--- config.mk ---
export PLATFORM = sky130hd
export DESIGN_NAME = ftof_arbiter_flat
export DESIGN_NICKNAME = d
export VERILOG_FILES = /design/src/rtl/ftof_arbiter_if.sv /design/src/rtl/ftof_arbiter.sv /design/src/flat_wrapper.sv
export SDC_FILE = /design/constraint.sdc
export NUM_CORES = 1
export LEC_CHECK = 0
export ABC_AREA = 1
export BUFFER_PORTS_ARGS = -buffer_cell sky130_fd_sc_hd__buf_2
export CAP_MARGIN = 40
export CELL_PAD_IN_SITES_DETAIL_PLACEMENT = 1
export CELL_PAD_IN_SITES_GLOBAL_PLACEMENT = 2
export CORE_UTILIZATION = 25
export CTS_CLUSTER_DIAMETER = 200
export DETAILED_ROUTE_END_ITERATION = 10
export PLACE_DENSITY_LB_ADDON = 0.1
export SYNTH_ARGS = -nofsm -noshare
export SYNTH_HDL_FRONTEND = slang
export SYNTH_SLANG_ARGS = --single-unit
--- constraint.sdc ---
create_clock -name clk -period 5.41 [get_ports clk]
set_input_delay 1.623 -clock clk [delete_from_list [all_inputs] [get_ports clk]]
set_output_delay 1.623 -clock clk [all_outputs]
set_load 0.02 [all_outputs]
--- src/rtl/ftof_arbiter_if.sv ---
// Bundle of request, datapath and response signals shared between the
// float-to-float conversion arbiter and its surroundings.
interface ftof_arbiter_if #(
    parameter int FLEN = 64
);
    logic            req0_valid;
    logic            req0_ready;
    logic [FLEN-1:0] req0_a;
    logic [2:0]      req0_rm;
    logic            req0_ctrl;

    logic            req1_valid;
    logic            req1_ready;
    logic [FLEN-1:0] req1_a;
    logic [2:0]      req1_rm;
    logic            req1_ctrl;

    logic            dp_valid;
    logic [FLEN-1:0] dp_a;
    logic [2:0]      dp_rm;
    logic            dp_ctrl;
    logic [FLEN-1:0] dp_out;
    logic [4:0]      dp_flags;

    logic            rsp0_valid;
    logic            rsp0_ready;
    logic [FLEN-1:0] rsp0_out;
    logic [4:0]      rsp0_flags;

    logic            rsp1_valid;
    logic            rsp1_ready;
    logic [FLEN-1:0] rsp1_out;
    logic [4:0]      rsp1_flags;

    // Arbiter side of the bundle
    modport slave (
        input  req0_valid, req0_a, req0_rm, req0_ctrl,
        input  req1_valid, req1_a, req1_rm, req1_ctrl,
        input  dp_out, dp_flags,
        input  rsp0_ready, rsp1_ready,
        output req0_ready, req1_ready,
        output dp_valid, dp_a, dp_rm, dp_ctrl,
        output rsp0_valid, rsp0_out, rsp0_flags,
        output rsp1_valid, rsp1_out, rsp1_flags
    );

    // Requesters, datapath and response consumers
    modport master (
        output req0_valid, req0_a, req0_rm, req0_ctrl,
        output req1_valid, req1_a, req1_rm, req1_ctrl,
        output dp_out, dp_flags,
        output rsp0_ready, rsp1_ready,
        input  req0_ready, req1_ready,
        input  dp_valid, dp_a, dp_rm, dp_ctrl,
        input  rsp0_valid, rsp0_out, rsp0_flags,
        input  rsp1_valid, rsp1_out, rsp1_flags
    );
endinterface

--- src/rtl/ftof_arbiter.sv ---
// Two-port round-robin front end for a shared fixed-latency float-to-float
// conversion datapath. Each requester owns a small response FIFO, and a
// credit count (ops in flight plus ops buffered) guarantees that every
// result leaving the datapath has a slot waiting for it.
module ftof_arbiter #(
    parameter int FLEN       = 64,
    parameter int LAT        = 1,
    parameter int RESP_DEPTH = 2
) (
    input logic           clk,
    input logic           rst,
    ftof_arbiter_if.slave bus
);
    localparam int PW = (RESP_DEPTH > 2) ? 2 : 1;
    localparam int EW = FLEN + 5;

    typedef enum logic {
        PRIO_REQ0 = 1'b0,
        PRIO_REQ1 = 1'b1
    } rrState_t;

    rrState_t       rrPtr;
    logic [LAT-1:0] trkValid;
    logic [LAT-1:0] trkId;
    logic [EW-1:0]  fifoMem   [2][RESP_DEPTH];
    logic [PW-1:0]  rdPtr     [2];
    logic [PW-1:0]  wrPtr     [2];
    logic [3:0]     fifoCount [2];
    logic [3:0]     inflight  [2];
    logic [3:0]     avail     [2];
    logic [1:0]     push;
    logic [1:0]     pop;
    logic           elig0;
    logic           elig1;
    logic           grant0;
    logic           grant1;

    function automatic logic [PW-1:0] nextPtr(input logic [PW-1:0] p);
        return (p == PW'(RESP_DEPTH - 1)) ? '0 : p + PW'(1);
    endfunction

    // Count how many ops of each requester are still travelling through the datapath
    always_comb begin
        inflight[0] = 4'd0;
        inflight[1] = 4'd0;
        for (int k = 0; k < LAT; k++) begin
            if (trkValid[k]) begin
                if (trkId[k]) inflight[1] = inflight[1] + 4'd1;
                else          inflight[0] = inflight[0] + 4'd1;
            end
        end
    end

    // Credits, eligibility and the round-robin grant; nothing is issued while reset is held
    always_comb begin
        avail[0] = 4'(RESP_DEPTH) - inflight[0] - fifoCount[0];
        avail[1] = 4'(RESP_DEPTH) - inflight[1] - fifoCount[1];
        elig0    = bus.req0_valid && (avail[0] != 4'd0);
        elig1    = bus.req1_valid && (avail[1] != 4'd0);
        grant0   = !rst && elig0 && (!elig1 || (rrPtr == PRIO_REQ0));
        grant1   = !rst && elig1 && (!elig0 || (rrPtr == PRIO_REQ1));
    end

    assign bus.req0_ready = grant0;
    assign bus.req1_ready = grant1;

    // Steer the granted request onto the datapath, zeroing the bus when idle
    always_comb begin
        bus.dp_valid = grant0 || grant1;
        bus.dp_a     = '0;
        bus.dp_rm    = 3'd0;
        bus.dp_ctrl  = 1'b0;
        if (grant0) begin
            bus.dp_a    = bus.req0_a;
            bus.dp_rm   = bus.req0_rm;
            bus.dp_ctrl = bus.req0_ctrl;
        end else if (grant1) begin
            bus.dp_a    = bus.req1_a;
            bus.dp_rm   = bus.req1_rm;
            bus.dp_ctrl = bus.req1_ctrl;
        end
    end

    // Round-robin pointer: after a grant the other requester gets priority
    always_ff @(posedge clk) begin
        if (rst)         rrPtr <= PRIO_REQ0;
        else if (grant0) rrPtr <= PRIO_REQ1;
        else if (grant1) rrPtr <= PRIO_REQ0;
    end

    // Shadow the datapath pipeline with {valid, requester id} so results can be routed
    always_ff @(posedge clk) begin
        if (rst) begin
            trkValid <= '0;
            trkId    <= '0;
        end else begin
            trkValid[0] <= bus.dp_valid;
            trkId[0]    <= grant1;
            for (int k = 1; k < LAT; k++) begin
                trkValid[k] <= trkValid[k-1];
                trkId[k]    <= trkId[k-1];
            end
        end
    end

    // A result leaving the last stage goes to its requester's FIFO; heads pop on valid&ready
    always_comb begin
        push[0] = trkValid[LAT-1] && !trkId[LAT-1];
        push[1] = trkValid[LAT-1] &&  trkId[LAT-1];
        pop[0]  = bus.rsp0_ready && (fifoCount[0] != 4'd0);
        pop[1]  = bus.rsp1_ready && (fifoCount[1] != 4'd0);
    end

    // FIFO storage; a full FIFO may be written in the same cycle its head is popped
    always_ff @(posedge clk) begin
        for (int i = 0; i < 2; i++) begin
            if (push[i] && !rst) fifoMem[i][wrPtr[i]] <= {bus.dp_flags, bus.dp_out};
        end
    end

    // FIFO pointers and occupancy; overflow would mean the credit scheme is broken
    always_ff @(posedge clk) begin
        if (rst) begin
            for (int i = 0; i < 2; i++) begin
                rdPtr[i]     <= '0;
                wrPtr[i]     <= '0;
                fifoCount[i] <= 4'd0;
            end
        end else begin
            for (int i = 0; i < 2; i++) begin
                assert (!(push[i] && !pop[i] && (fifoCount[i] >= 4'(RESP_DEPTH))));
                if (push[i]) wrPtr[i] <= nextPtr(wrPtr[i]);
                if (pop[i])  rdPtr[i] <= nextPtr(rdPtr[i]);
                case ({push[i], pop[i]})
                    2'b10:   fifoCount[i] <= fifoCount[i] + 4'd1;
                    2'b01:   fifoCount[i] <= fifoCount[i] - 4'd1;
                    default: fifoCount[i] <= fifoCount[i];
                endcase
            end
        end
    end

    assign bus.rsp0_valid = (fifoCount[0] != 4'd0);
    assign bus.rsp1_valid = (fifoCount[1] != 4'd0);
    assign {bus.rsp0_flags, bus.rsp0_out} = fifoMem[0][rdPtr[0]];
    assign {bus.rsp1_flags, bus.rsp1_out} = fifoMem[1][rdPtr[1]];
endmodule

--- src/flat_wrapper.sv ---
// flat-port wrapper written by rule: the top's interface ports become plain ports
module ftof_arbiter_flat 
#(
    parameter int FLEN       = 64,
    parameter int LAT        = 1,
    parameter int RESP_DEPTH = 2
)
  (clk, rst, bus_req0_valid, bus_req0_a, bus_req0_rm, bus_req0_ctrl, bus_req1_valid, bus_req1_a, bus_req1_rm, bus_req1_ctrl, bus_dp_out, bus_dp_flags, bus_rsp0_ready, bus_rsp1_ready, bus_req0_ready, bus_req1_ready, bus_dp_valid, bus_dp_a, bus_dp_rm, bus_dp_ctrl, bus_rsp0_valid, bus_rsp0_out, bus_rsp0_flags, bus_rsp1_valid, bus_rsp1_out, bus_rsp1_flags);
  ftof_arbiter_if #(.FLEN(FLEN)) bus_i ();
  input logic clk;
  input logic rst;
  input wire logic [$bits(bus_i.req0_valid)-1:0] bus_req0_valid;
  input wire logic [$bits(bus_i.req0_a)-1:0] bus_req0_a;
  input wire logic [$bits(bus_i.req0_rm)-1:0] bus_req0_rm;
  input wire logic [$bits(bus_i.req0_ctrl)-1:0] bus_req0_ctrl;
  input wire logic [$bits(bus_i.req1_valid)-1:0] bus_req1_valid;
  input wire logic [$bits(bus_i.req1_a)-1:0] bus_req1_a;
  input wire logic [$bits(bus_i.req1_rm)-1:0] bus_req1_rm;
  input wire logic [$bits(bus_i.req1_ctrl)-1:0] bus_req1_ctrl;
  input wire logic [$bits(bus_i.dp_out)-1:0] bus_dp_out;
  input wire logic [$bits(bus_i.dp_flags)-1:0] bus_dp_flags;
  input wire logic [$bits(bus_i.rsp0_ready)-1:0] bus_rsp0_ready;
  input wire logic [$bits(bus_i.rsp1_ready)-1:0] bus_rsp1_ready;
  output wire logic [$bits(bus_i.req0_ready)-1:0] bus_req0_ready;
  output wire logic [$bits(bus_i.req1_ready)-1:0] bus_req1_ready;
  output wire logic [$bits(bus_i.dp_valid)-1:0] bus_dp_valid;
  output wire logic [$bits(bus_i.dp_a)-1:0] bus_dp_a;
  output wire logic [$bits(bus_i.dp_rm)-1:0] bus_dp_rm;
  output wire logic [$bits(bus_i.dp_ctrl)-1:0] bus_dp_ctrl;
  output wire logic [$bits(bus_i.rsp0_valid)-1:0] bus_rsp0_valid;
  output wire logic [$bits(bus_i.rsp0_out)-1:0] bus_rsp0_out;
  output wire logic [$bits(bus_i.rsp0_flags)-1:0] bus_rsp0_flags;
  output wire logic [$bits(bus_i.rsp1_valid)-1:0] bus_rsp1_valid;
  output wire logic [$bits(bus_i.rsp1_out)-1:0] bus_rsp1_out;
  output wire logic [$bits(bus_i.rsp1_flags)-1:0] bus_rsp1_flags;
  assign bus_i.req0_valid = bus_req0_valid;
  assign bus_i.req0_a = bus_req0_a;
  assign bus_i.req0_rm = bus_req0_rm;
  assign bus_i.req0_ctrl = bus_req0_ctrl;
  assign bus_i.req1_valid = bus_req1_valid;
  assign bus_i.req1_a = bus_req1_a;
  assign bus_i.req1_rm = bus_req1_rm;
  assign bus_i.req1_ctrl = bus_req1_ctrl;
  assign bus_i.dp_out = bus_dp_out;
  assign bus_i.dp_flags = bus_dp_flags;
  assign bus_i.rsp0_ready = bus_rsp0_ready;
  assign bus_i.rsp1_ready = bus_rsp1_ready;
  assign bus_req0_ready = bus_i.req0_ready;
  assign bus_req1_ready = bus_i.req1_ready;
  assign bus_dp_valid = bus_i.dp_valid;
  assign bus_dp_a = bus_i.dp_a;
  assign bus_dp_rm = bus_i.dp_rm;
  assign bus_dp_ctrl = bus_i.dp_ctrl;
  assign bus_rsp0_valid = bus_i.rsp0_valid;
  assign bus_rsp0_out = bus_i.rsp0_out;
  assign bus_rsp0_flags = bus_i.rsp0_flags;
  assign bus_rsp1_valid = bus_i.rsp1_valid;
  assign bus_rsp1_out = bus_i.rsp1_out;
  assign bus_rsp1_flags = bus_i.rsp1_flags;
  ftof_arbiter #(.FLEN(FLEN), .LAT(LAT), .RESP_DEPTH(RESP_DEPTH)) u_core (.clk(clk), .rst(rst), .bus(bus_i));
endmodule
==> reports/qor.txt <==
DIE
------------------------------------------------------------------------------
Die height                                                              222 um
Initial standard-cell utilization of the core                            25.4%
Total core area                                                      47800 um2
Chip width                                                              222 um
Total Die Area                                                       49400 um2
Site row count                                                              80
Count of pins on the block boundary                                        422

WORST HOLD PATH
------------------------------------------------------------------------------
Hold path depth                                                              2
Hold Crit Endpoint                                                u_core.rrPtr$_SDFFE_PP0P_
Path type of the worst min-delay path                             flip-flop to flip-flop
Start point of the worst hold path                                u_core.rrPtr$_SDFFE_PP0P_

TIMING
------------------------------------------------------------------------------
Tightest slew margin relative to the limit                               47.8%
Max Clk Rate                                                           205 MHz
Clock skew after layout                                              0.0193 ns
Worst-Margin Slew                                                     0.783 ns
Min Tclk post-route                                                    4.89 ns
Final number of setup-violating endpoints                                    0
Worst hold margin                                                     0.513 ns
Setup TNS after final layout                                              0 ns
Share of the clock period used by the worst path                         90.3%
RSZ-0062 raised after global routing                                        no
Final hold violations                                                        0
Slew Limit Fails                                                             0

CRITICAL PATH
------------------------------------------------------------------------------
Cell count of the worst reg-to-reg path                                     10
Family with the most delay on the worst path                       adder cells
Critical path peak fanout                                                   15
CP endpoint kind                                                  primary output
Standard cell with the maximum stage delay on the critical path           fa_1
Cells along the critical path                                     inv_1, ha_1, ha_1, fa_1, nor3_1, nand2_1, nand3_2, buf_4, nand2_1, o21ai_0, buf_2
Critical path type                                                flip-flop to primary output
R2r setup slk                                                          2.75 ns
Delay of the slowest cell on the worst path                            0.47 ns
Number of buffer and inverter stages on the critical path                    3
Reg-to-Reg Start                                                  u_core.fifoCount[1][0]$_DFFE_PP_
Category of the worst setup path launch point                        flip-flop
Reg-to-reg critical path endpoint                                 u_core.trkValid$_SDFF_PP0_
Data arrival time of the worst path                                    3.26 ns
Crit path required time                                                3.79 ns

GRT
------------------------------------------------------------------------------
Vias in the first global route                                            8609
Sum of overflow across all layers after global routing                       0
Largest net degree at the start of global routing                           70
Wire length of the first global-routing pass                           56.6 mm
Initial antenna violation count                                              3
Total routing usage reported by global routing                           15.3%

ROUTING
------------------------------------------------------------------------------
Vias                                                                      8219
Detailed Routing Iterations Pass 1                                           7
Initial drt markers                                                        281
Via count normalized by instance count                                    4.39
Remaining DRCs                                                               0
Final routed wirelength across all metal layers                        38.4 mm
Final routed wire length divided by cell count                         20.5 um
Antenna Violating Nets Remaining                                             0

PLACE
------------------------------------------------------------------------------
Sum of net half-perimeters after detailed placement                    26.7 mm
Number of buffers added on ports                                           421
Post-Place Cell Area                                                 15000 um2
Final RePlAce weighted congestion                                        0.785

POWER
------------------------------------------------------------------------------
Final Total Pwr                                                        6530 uW
Worst vdd ir                                                            278 uV
Part of the power in combinational logic                                 24.9%
Switching fraction of total power                                        31.1%
Clock network fraction of design power                                   33.9%
Sequential group share of total power                                    41.2%
Switch Pwr                                                             2030 uW
Power per unit of standard cell area                                405 nW/um2
Leak pwr                                                            0.00652 uW
Internal cell power                                                    4500 uW

CELLS AND AREA
------------------------------------------------------------------------------
Layout Nets                                                               1457
Area Growth Syn to Fin                                                   32.9%
Layout cells sized above 1                                               50.7%
FILL cells                                                                5160
Final instance area                                                  16100 um2

LOGIC SYNTHESIS
------------------------------------------------------------------------------
Yosys warnings                                                               0
Fraction of synthesized area in multiplexers                             12.8%
Number of storage elements in the synthesis netlist                        291
Number of unique standard cell types used by synthesis                      26
Xor and xnor fraction of the mapped netlist area                        0.289%
Syn Std Cell Area                                                    12100 um2
Synthesized net count                                                     1025
Portion of the post-synthesis area used by sequential elements           71.7%
Adder-cell share of the synthesized area                                 1.88%
Dominant combinational cell family by area after synthesis        multiplexers
Post-Synthesis Mean Instance Area                                     15.2 um2
Number of standard cells after synthesis                                   797
Share of the synthesized area in compound gates (AO/OA/AOI/OAI)         0.670%
Simple logic cell fraction of the synthesized area                       9.96%

CLOCKING
------------------------------------------------------------------------------
CTS Buffer Depth                                                             3
Post-CTS Setup Inserts                                                       0
Insertion delay to the later sink of the worst-skew pair               0.55 ns
Clock tree root buffer cell                                          clkbuf_16
Clock buffers created by TritonCTS                                          35
CTS tree                                                                  done
Cts hold-fix bufs                                                            0
Clock transition at the registers of the reported paths                0.06 ns
Post-cts sizing count                                                        0
Number of clock sinks                                                      291
Number of H-tree levels                                                      2

RUN STATUS
------------------------------------------------------------------------------
Result of the run                                                    completed

JOB
------------------------------------------------------------------------------
Number of maximum-capacitance constraint violations                          0

## cell usage after synthesis
library cell  number  share of area [%]
xor2_1             4               0.29
fa_1               2               0.33
inv_2              1              0.031
buf_2             27                1.1
inv_1             21               0.65
edfxtp_1         288                 71
buf_4              6               0.37
a21oi_1            4               0.16
nor2_1            18               0.56
dfxtp_1            3               0.49
mux2_2           138                 13
nand2_1           95                2.9
buf_6              2               0.19
and2_1             2               0.10
nor3_1             1              0.041
o21ai_0            8               0.33
nor2_4             1              0.093
o21a_1             2               0.12
o22ai_1            1              0.052
nand2_2            1              0.052
nand3_1          142                5.9
nand3_2            2               0.16
nor2_2             1              0.052
ha_1              15                1.5
clkbuf_1          10               0.31
nand4_1            2               0.10
## layout by cell type, fill, tap and decap left out, drive strengths merged, types with 3 or more instances in the layout
| master | n |
|---|---|
| inv | 23 |
| buf | 440 |
| o21ai | 8 |
| nand2 | 96 |
| clkbuf | 43 |
| xor2 | 4 |
| nor2 | 20 |
| a21oi | 4 |
| clkinv | 15 |
| mux2 | 138 |
| nand3 | 144 |
| diode | 4 |
| dfxtp | 3 |
| edfxtp | 288 |
| ha | 15 |
## how the worst max path moves through the flow
stage | start | endpoint | slack (ns) | cells past startpoint
after floorplan | rst | u_core.fifoMem[0][0]$_DFFE_PP_ | -0.07 | 4
final | u_core.fifoCount[1][0]$_DFFE_PP_ | bus_dp_valid | 0.52 | 11
after global placement | bus_req0_valid | bus_dp_a[12] | 0.95 | 6
after CTS | u_core.fifoCount[1][0]$_DFFE_PP_ | bus_dp_valid | 0.43 | 11
after global routing | u_core.fifoCount[1][0]$_DFFE_PP_ | bus_dp_valid | 0.21 | 11
after detailed placement | bus_req0_valid | bus_dp_a[12] | 0.97 | 6
## layout make-up
type | instances | area (um2) | share of cell area [%]
clock buffers | 43 | 906 | 5.62
well taps | 615 | 769 | 4.77
flip-flops and latches | 291 | 8710 | 54.0
multi-input cells | 439 | 3150 | 19.5
clock inverters | 20 | 185 | 1.15
inverters | 22 | 82.6 | 0.512
diodes | 4 | 10.0 | 0.0620
repair buffers | 440 | 2320 | 14.4
## power groups by stage
stage	clock [uW]	combinational (uW)	sequential (uW)
finish	2210	1620	2690
global route	2370	1760	2710
detailed placement	0	1660	2740
CTS	2300	1670	2690
global placement	0	1670	2740
floorplan	0	1030	2720
## state kept, by name, summed over array words and instances (netlist names)
signal            count
u_core.trkId          1
u_core.rrPtr          1
u_core.wrPtr          2
u_core.fifoMem      276
u_core.rdPtr          2
u_core.fifoCount      8
u_core.trkValid       1
## layer usage
metal	vias to the layer above	routed length [um]	global-route usage, %
li1	3837	-	-
met1	4057	16300	18.7
met2	260	19400	26.9
met3	61	1990	3.56
met4	4	694	3.87
met5	-	27	0
## worst register-to-register path, delay by kind of cell, from the launching register on
family,cells,cell delay (ns)
DFF,1,0.44
xor gates and xnor gates,1,0.17
buffers and inverters,2,0.42
and+or+nand+nor,3,0.54
adders and majority gates,3,0.83
AOI/OAI and AO/OA,1,0.11
## cell families after synthesis
kind of cell / Yosys count
DFF: 291
muxes: 138
xor gates and xnor gates: 4
adders and majority gates: 17
buffers and inverters: 67
and+or+nand+nor: 265
AOI/OAI and AO/OA: 15
## per-stage QoR
| step | std cells | setup WS, ns | util, % |
|---|---|---|---|
| 6_report | 1874 | 0.523 | 33.7 |
| 5_1_grt | 1871 | 0.205 | 33.7 |
| 4_1_cts | 1870 | 0.429 | 33.7 |
| 3_5_place_dp | 1807 | 0.967 | 31.4 |
| 3_3_place_gp | 1807 | 0.950 | 31.4 |
| 2_1_floorplan | 797 | -0.0700 | - |
No activity file was read; power rests on OpenSTA's default activity.
